==> config.mk <==
export PLATFORM = sky130hd
export DESIGN_NAME = io_port_bridge_flat
export DESIGN_NICKNAME = d
export VERILOG_FILES = /design/src/rtl/io_port_bridge_if.sv /design/src/rtl/io_port_bridge.sv /design/src/flat_wrapper.sv
export SDC_FILE = /design/constraint.sdc
export NUM_CORES = 1
export LEC_CHECK = 0
export ABC_AREA = 1
export BUFFER_PORTS_ARGS = -buffer_cell sky130_fd_sc_hd__buf_4
export CAP_MARGIN = 20
export CORE_AREA = 2 2 83 85
export CTS_CLUSTER_DIAMETER = 40
export DETAILED_ROUTE_END_ITERATION = 12
export DIE_AREA = 0 0 85 87
export HOLD_SLACK_MARGIN = 0.03
export PLACE_DENSITY = 0.83
export SETUP_SLACK_MARGIN = 0.1
export SLEW_MARGIN = 10
export SYNTH_ARGS = -nofsm -noshare
export SYNTH_HDL_FRONTEND = slang
export SYNTH_SLANG_ARGS = --single-unit
==> constraint.sdc <==
create_clock -name clk -period 5.1 [get_ports clk]
set_input_delay 1.02 -clock clk [delete_from_list [all_inputs] [get_ports clk]]
set_output_delay 1.02 -clock clk [all_outputs]
set_load 0.02 [all_outputs]
==> src/rtl/io_port_bridge_if.sv <==
// Processor/device-side signal bundle for io_port_bridge.
// master: processor and external device driving the bridge; slave: the bridge itself.
interface io_port_bridge_if #(
    parameter int WIDTH = 16
);
    logic [WIDTH-1:0] out_wdata;
    logic             out_wr;
    logic [WIDTH-1:0] input_IO;
    logic             in_rd;
    logic [WIDTH-1:0] tx_data;
    logic             tx_valid;
    logic             tx_ready;
    logic [WIDTH-1:0] rx_data;
    logic             rx_valid;
    logic             rx_ready;
    logic             tx_full;
    logic             rx_avail;

    modport master (
        output out_wdata, out_wr, in_rd, tx_ready, rx_data, rx_valid,
        input  input_IO, tx_data, tx_valid, rx_ready, tx_full, rx_avail
    );

    modport slave (
        input  out_wdata, out_wr, in_rd, tx_ready, rx_data, rx_valid,
        output input_IO, tx_data, tx_valid, rx_ready, tx_full, rx_avail
    );
endinterface

==> src/rtl/io_port_bridge.sv <==
// Memory-mapped IO bridge: TX FIFO from processor to device, single-word RX holding register.
// Optional macro IO_TX_OVERFLOW_EN adds a sticky tx_ovf flag for dropped TX writes.
module io_port_bridge #(
    parameter int WIDTH = 16,
    parameter int DEPTH = 4
) (
    input  logic             clk,
    input  logic             reset,
    io_port_bridge_if.slave  bus
`ifdef IO_TX_OVERFLOW_EN
    ,
    output logic             tx_ovf
`endif
);
    localparam int AW = $clog2(DEPTH);
    localparam logic [AW:0] FULL_COUNT = (AW+1)'(DEPTH);

    typedef enum logic {RX_EMPTY, RX_FULL} rx_state_t;

    // TX FIFO
    logic [WIDTH-1:0] mem [DEPTH];
    logic [AW-1:0]    rd_ptr;
    logic [AW-1:0]    wr_ptr;
    logic [AW:0]      count;
    logic             push;
    logic             pop;

    assign bus.tx_valid = (count != '0);
    assign bus.tx_full  = (count == FULL_COUNT);
    assign bus.tx_data  = bus.tx_valid ? mem[rd_ptr] : '0;

    // A pop frees a slot on the same edge, so a full FIFO still accepts a write then.
    assign pop  = bus.tx_valid && bus.tx_ready;
    assign push = bus.out_wr && ((count < FULL_COUNT) || pop);

    always_ff @(posedge clk) begin
        if (reset) begin
            rd_ptr <= '0;
            wr_ptr <= '0;
            count  <= '0;
        end else begin
            if (pop)
                rd_ptr <= rd_ptr + 1'b1;
            if (push)
                wr_ptr <= wr_ptr + 1'b1;
            case ({push, pop})
                2'b10:   count <= count + 1'b1;
                2'b01:   count <= count - 1'b1;
                default: count <= count;
            endcase
        end
    end

    always_ff @(posedge clk) begin
        if (push)
            mem[wr_ptr] <= bus.out_wdata;
    end

`ifdef IO_TX_OVERFLOW_EN
    always_ff @(posedge clk) begin
        if (reset)
            tx_ovf <= 1'b0;
        else if (bus.out_wr && !push)
            tx_ovf <= 1'b1;
    end
`endif

    // RX holding register and two-state handshake
    rx_state_t        rx_state;
    rx_state_t        rx_state_nxt;
    logic [WIDTH-1:0] rx_hold;

    always_ff @(posedge clk) begin
        if (reset)
            rx_state <= RX_EMPTY;
        else
            rx_state <= rx_state_nxt;
    end

    always_comb begin
        rx_state_nxt = rx_state;
        case (rx_state)
            RX_EMPTY: if (bus.rx_valid) rx_state_nxt = RX_FULL;
            RX_FULL:  if (bus.in_rd)    rx_state_nxt = RX_EMPTY;
            default:  rx_state_nxt = RX_EMPTY;
        endcase
    end

    always_comb begin
        bus.rx_ready = 1'b0;
        bus.rx_avail = 1'b0;
        bus.input_IO = '0;
        if (rx_state == RX_FULL) begin
            bus.rx_avail = 1'b1;
            bus.input_IO = rx_hold;
        end else begin
            bus.rx_ready = 1'b1;
        end
    end

    always_ff @(posedge clk) begin
        if (reset)
            rx_hold <= '0;
        else if (rx_state == RX_EMPTY && bus.rx_valid)
            rx_hold <= bus.rx_data;
    end
endmodule

==> src/flat_wrapper.sv <==
// flat-port wrapper written by rule: the top's interface ports become plain ports
module io_port_bridge_flat 
#(
    parameter int WIDTH = 16,
    parameter int DEPTH = 4
)
  (clk, reset, bus_out_wdata, bus_out_wr, bus_in_rd, bus_tx_ready, bus_rx_data, bus_rx_valid, bus_input_IO, bus_tx_data, bus_tx_valid, bus_rx_ready, bus_tx_full, bus_rx_avail);
  io_port_bridge_if #(.WIDTH(WIDTH)) bus_i ();
  input  logic clk;
  input  logic reset;
  input wire logic [$bits(bus_i.out_wdata)-1:0] bus_out_wdata;
  input wire logic [$bits(bus_i.out_wr)-1:0] bus_out_wr;
  input wire logic [$bits(bus_i.in_rd)-1:0] bus_in_rd;
  input wire logic [$bits(bus_i.tx_ready)-1:0] bus_tx_ready;
  input wire logic [$bits(bus_i.rx_data)-1:0] bus_rx_data;
  input wire logic [$bits(bus_i.rx_valid)-1:0] bus_rx_valid;
  output wire logic [$bits(bus_i.input_IO)-1:0] bus_input_IO;
  output wire logic [$bits(bus_i.tx_data)-1:0] bus_tx_data;
  output wire logic [$bits(bus_i.tx_valid)-1:0] bus_tx_valid;
  output wire logic [$bits(bus_i.rx_ready)-1:0] bus_rx_ready;
  output wire logic [$bits(bus_i.tx_full)-1:0] bus_tx_full;
  output wire logic [$bits(bus_i.rx_avail)-1:0] bus_rx_avail;
  assign bus_i.out_wdata = bus_out_wdata;
  assign bus_i.out_wr = bus_out_wr;
  assign bus_i.in_rd = bus_in_rd;
  assign bus_i.tx_ready = bus_tx_ready;
  assign bus_i.rx_data = bus_rx_data;
  assign bus_i.rx_valid = bus_rx_valid;
  assign bus_input_IO = bus_i.input_IO;
  assign bus_tx_data = bus_i.tx_data;
  assign bus_tx_valid = bus_i.tx_valid;
  assign bus_rx_ready = bus_i.rx_ready;
  assign bus_tx_full = bus_i.tx_full;
  assign bus_rx_avail = bus_i.rx_avail;
  io_port_bridge #(.WIDTH(WIDTH), .DEPTH(DEPTH)) u_core (.clk(clk), .reset(reset), .bus(bus_i));
endmodule
==> flow_summary_export.csv, run 1 <==
group,metric,value,unit
synth,ys_ff_latch,90,
cts,cts_buffers,9,
floorplan,start_util,0.573,
cts,cts_tree,"built",
floorplan,die_w,85,microns
critical_path,path_max_fanout,17,
global_routing,grt_max_degree,34,
power,p_leak,1.92,nW
run_status,status,"completed",
detailed_routing,drtPass1Iterations,4,
floorplan,die-area,7400,sq um
critical_path,cp.arrival,1960,ps
placement,hpwl,4.68,mm
global_routing,grt_pass1_vias,2610,
power,p_per_area,436,nW/um^2
cts,clk_latency,340,ps
timing,period_share,0.585,
critical_path,crit_required,4080,ps
placement,gp_congestion,0.841,
detailed_routing,drt_iter0_drc,189,
detailed_routing,wire_per_inst,13.5,microns
cts,cts_hold_buf,0,
synth,synth_area,3760,sq um
detailed_routing,ant_nets,0,
synth,synth_seq_area_share,0.649,
cts,clk_pin_slew_worst_paths,80,ps
timing,relSlewSlack,0.491,
global_routing,grtUsageTotal,0.200,
synth,syn_inst,367,
timing,clock_skew,10.5,ps
cts,clockBufferDepth,2,
detailed_routing,post-route-drc-count,0,
floorplan,num_rows,30,
timing,worst_slew_pin_slew,762,ps
timing,timing.final.crit_period,2980,ps
timing,rsz0062_at_grt,"no",
power,p_total,1.96,mW
cts,ctsRootBufferMaster,"clkbuf_8",
job,drv_cap,0,
global_routing,antenna_found_initial,0,
detailed_routing,via_count,2621,
final_layout,syn_to_final_growth,19.4,%
final_layout,antennaDiodeCount,0,
critical_path,path_class,"flop to primary output",
synth,ys_warn_count,0,
cts,cts_resized,0,
synth,synth.distinct_cells,25,
cts,clock-sinks,90,
floorplan,core,6570,sq um
power,vdd_ir_drop_max,0.270,mV
global_routing,globalRouteOverflowTotal,0,
placement,io_buffer_count,73,
timing,fmax,335,MHz
min_path,hp-class,"flop to flop",
timing,finalHoldViolCount,0,
synth,avgSynthCellArea,10.2,sq um
global_routing,grt_pass1_wl,11.4,mm
timing,finalSetupTns,0,ps
floorplan,io_pins,74,
cts,htree_num_levels,3,
timing,slew_viol_final,0,
detailed_routing,totalWireLength,7.08,mm
final_layout,nets,483,
cts,post_cts_buffers,0,
timing,setup_viol,0,
critical_path,start_kind,"flop",
synth,synth_nets,411,
final_layout,drive_above_1_share,0.225,
detailed_routing,via_per_inst,5.00,
critical_path,critPathCaptureType,"primary output",
floorplan,die_h,87,microns
## through the flow
| stage | instances | util | worst slack (ps) | area (sq um) | hold slack (ps) |
|---|---|---|---|---|---|
| 2_1_floorplan | 367 | - | 2810 | 3760 | 453 |
| 4_1_cts | 523 | 0.679 | 1550 | 4460 | 493 |
| 6_report | 524 | 0.684 | 2120 | 4490 | 488 |
| 5_1_grt | 524 | 0.684 | 1910 | 4490 | 514 |
| 3_3_place_gp | 507 | 0.654 | 1980 | 4300 | 462 |
| 3_5_place_dp | 507 | 0.654 | 1920 | 4300 | 476 |
## layer usage
layer,vias to the layer above,wire length (microns),track usage
li1,1341,-,-
met1,1191,3030,0.225
met2,79,3580,0.364
met3,10,384,0.0398
met4,0,92,0.0938
met5,-,0,0
## synthesized netlist by cell type
cell,n,area [sq um]
buf_4,4,30.0
dfxtp_1,26,521
buf_6,8,90.1
fa_1,1,20.0
inv_2,3,11.3
clkbuf_1,2,7.51
edfxtp_1,64,1920
buf_2,3,15.0
nand3_1,3,15.0
inv_8,1,11.3
inv_6,1,8.76
o21ai_0,19,95.1
inv_1,32,120
nor2_1,111,417
ha_1,5,62.6
nand2_8,1,20.0
nand2_1,26,97.6
inv_4,1,6.26
nor3_1,1,5.00
o21ai_2,1,8.76
o21a_1,1,7.51
o21ai_1,33,165
a21oi_1,18,90.1
a21oi_2,1,8.76
nand2_2,1,6.26
## layout make-up
type	count	area (sq um)
Clock buffer	14	153
Clock inverter	2	13.8
Fill cell	502	2080
Inverter	38	158
Multi-Input combinational cell	222	1020
Sequential cell	90	2440
Tap cell	80	100
Timing Repair Buffer	78	606
## cells by family (layout without fill, tap and decap cells)
logic type               after synthesis  after routing  synth area share
AND/OR/NAND/NOR                      143            143             0.149
flip-flops                            90             90             0.649
AO/OA/AOI/OAI                         73             73            0.0998
buffers and inverters                 55            132            0.0798
adder cells (fa/ha/maj)                6              6            0.0220
## final timing paths
path                                   from                             end  slack, ps  cells past startpoint
max                                    flop                 bus_tx_data[11]       2120                      5
min          u_core.rx_hold[7]$_SDFFE_PP0P_  u_core.rx_hold[7]$_SDFFE_PP0P_        490                      2
max reg2reg    u_core.count[2]$_SDFFE_PP0P_    u_core.count[2]$_SDFFE_PP0P_       3250                     11
min reg2reg  u_core.rx_hold[7]$_SDFFE_PP0P_  u_core.rx_hold[7]$_SDFFE_PP0P_        490                      2
## critical path, stage by stage (launching register included)
cell,delay [ps]
dfxtp_1,820
inv_4,210
nor2_1,160
o21ai_1,70
a21oi_1,180
buf_4,170
## state kept, by name, indices dropped and copies added, names as in the netlist, named ones only
signal           flops
u_core.count         3
u_core.wr_ptr        2
u_core.mem          64
u_core.rd_ptr        2
u_core.rx_hold      16
u_core.rx_state      1
## power breakdown
part	total [mW]	switching, mW	leakage [nW]	internal (mW)
Clock	0.411	0.220	0.0847	0.192
Combinational	0.648	0.402	1.04	0.246
Sequential	0.897	0.0444	0.803	0.852
## layout by cell type, fill, tap and decap left out, types with 3 or more instances in the layout
cell,count
nand2_1,26
clkbuf_1,4
nor2_1,111
o21ai_0,19
clkbuf_8,10
edfxtp_1,64
a21oi_1,18
nand3_1,3
dfxtp_1,26
ha_1,5
inv_2,3
buf_4,77
inv_1,32
o21ai_1,33
No activity file was read; power rests on OpenSTA's default activity.
==> inputs of run 2 (changes only) <==
CORE_AREA = 2 2 87 89   (was 2 2 83 85)
DIE_AREA = 0 0 89 91   (was 0 0 85 87)
PLACE_DENSITY = 0.77   (was 0.83)
clock period = 3 ns   (was 5.1 ns; I/O delays follow)
==> run 2 against run 1 <==
- clock skew down 4.0 ps
- power increased by 70%
- clock power is 74% higher
- clock-buffer cell count is 3 lower
- worst setup slack worse by 1700 ps
- final cell count is 3.8% higher
- largest power group unchanged
- highest routed layer unchanged
==> flow_summary_export.csv, run 2 (same netlist as run 1, synthesis figures left out) <==
group,metric,value,unit
run_status,status,"completed",
timing,slew_viol_final,0,
power,p_per_area,737,nW/um^2
cts,cts_hold_buf,0,
detailed_routing,post-route-drc-count,0,
critical_path,cp.arrival,1950,ps
final_layout,instances_no_fill,544,
cts,htree_num_levels,3,
critical_path,path_class,"flop to primary output",
global_routing,grt_max_degree,33,
power,vdd_ir_drop_max,0.315,mV
floorplan,die-area,8100,sq um
detailed_routing,wire_per_inst,13.1,microns
final_layout,fin_util,0.632,
cts,cts_tree,"built",
placement,place_area,4340,sq um
detailed_routing,via_count,2633,
placement,dp_cells,528,
detailed_routing,drtPass1Iterations,4,
final_layout,top_register,"u_core.mem",
timing,hold_ws,431,ps
final_layout,drive_above_1_share,0.231,
cts,cts_buffers,9,
cts,ctsRootBufferMaster,"clkbuf_8",
final_layout,antennaDiodeCount,0,
final_layout,syn_to_final_growth,19.9,%
final_layout,final_common_cell,"nor2_1",
detailed_routing,ant_nets,0,
timing,clock_skew,6.42,ps
floorplan,start_util,0.527,
min_path,hp-class,"input pin to flop",
cts,cts_resized,0,
timing,period_share,0.851,
power,p_leak,1.92,nW
cts,clock-sinks,90,
final_layout,nets,484,
timing,timing.final.crit_period,2550,ps
floorplan,io_pins,74,
job,drv_cap,0,
timing,setup_ws,446,ps
critical_path,start_kind,"flop",
cts,post_cts_buffers,0,
critical_path,critPathCaptureType,"primary output",
cts,clk_pin_slew_worst_paths,80,ps
final_layout,largest_register_ff_count,64,
global_routing,globalRouteOverflowTotal,0,
detailed_routing,via_per_inst,4.84,
timing,worst_slew_pin_slew,734,ps
timing,finalSetupTns,0,ps
power,p_total,3.32,mW
floorplan,die_w,89,microns
timing,fmax,392,MHz
timing,rsz0062_at_grt,"no",
timing,setup_viol,0,
final_layout,top_regs,"u_core.mem (64), u_core.rx_hold (16), u_core.count (3)",
placement,gp_congestion,0.781,
global_routing,grt_pass1_wl,11.8,mm
floorplan,die_h,91,microns
timing,relSlewSlack,0.510,
cts,clk_latency,340,ps
critical_path,crit_required,2400,ps
placement,dpl_worst_slack,795,ps
final_layout,layout_common_cells,"111 x nor2_1, 79 x buf_4, 64 x edfxtp_1",
timing,finalHoldViolCount,0,
global_routing,grt_pass1_vias,2659,
placement,hpwl,4.84,mm
floorplan,core,7140,sq um
global_routing,grtUsageTotal,0.190,
critical_path,path_max_fanout,17,
cts,clockBufferDepth,2,
detailed_routing,drt_iter0_drc,138,
final_layout,fin_area,4510,sq um
floorplan,num_rows,31,
placement,io_buffer_count,73,
detailed_routing,totalWireLength,7.14,mm
global_routing,antenna_found_initial,0,
[run 2: report_power, final]
| part | switching, mW | internal (mW) |
|---|---|---|
| sequential | 0.0754 | 1.45 |
| combinational | 0.680 | 0.404 |
| clock | 0.396 | 0.319 |
[run 2: final timing paths]
check,start,to,slack [ps],cells past startpoint
max,flop,bus_tx_data[6],450,6
min,reset,u_core.rd_ptr[1]$_SDFFE_PP0P_,430,2
max reg2reg,u_core.count[2]$_SDFFE_PP0P_,u_core.count[2]$_SDFFE_PP0P_,1130,11
min reg2reg,u_core.rx_hold[8]$_SDFFE_PP0P_,u_core.rx_hold[8]$_SDFFE_PP0P_,490,2
[run 2: area by class of cell]
| type | instances | area [sq um] |
|---|---|---|
| repair buffers | 79 | 593 |
| multi-input cells | 222 | 1020 |
| inverters | 38 | 158 |
| clock inverters | 5 | 31.3 |
| clock buffers | 11 | 141 |
| well taps | 99 | 124 |
| fillers | 628 | 2630 |
| flip-flops and latches | 90 | 2440 |
[run 2: routing by layer]
| metal | up-vias | GRT usage | routed length (microns) |
|---|---|---|---|
| li1 | 1346 | - | - |
| met4 | 0 | 0.0746 | 57 |
| met5 | - | 0 | 0 |
| met1 | 1207 | 0.225 | 3050 |
| met2 | 74 | 0.322 | 3620 |
| met3 | 6 | 0.0518 | 415 |
[run 2: critical path, stage by stage (launching register included)]
cell,delay (ps)
dfxtp_1,660
buf_4,320
nor2_1,70
nor2_1,90
o21ai_1,90
a21oi_1,200
buf_4,170
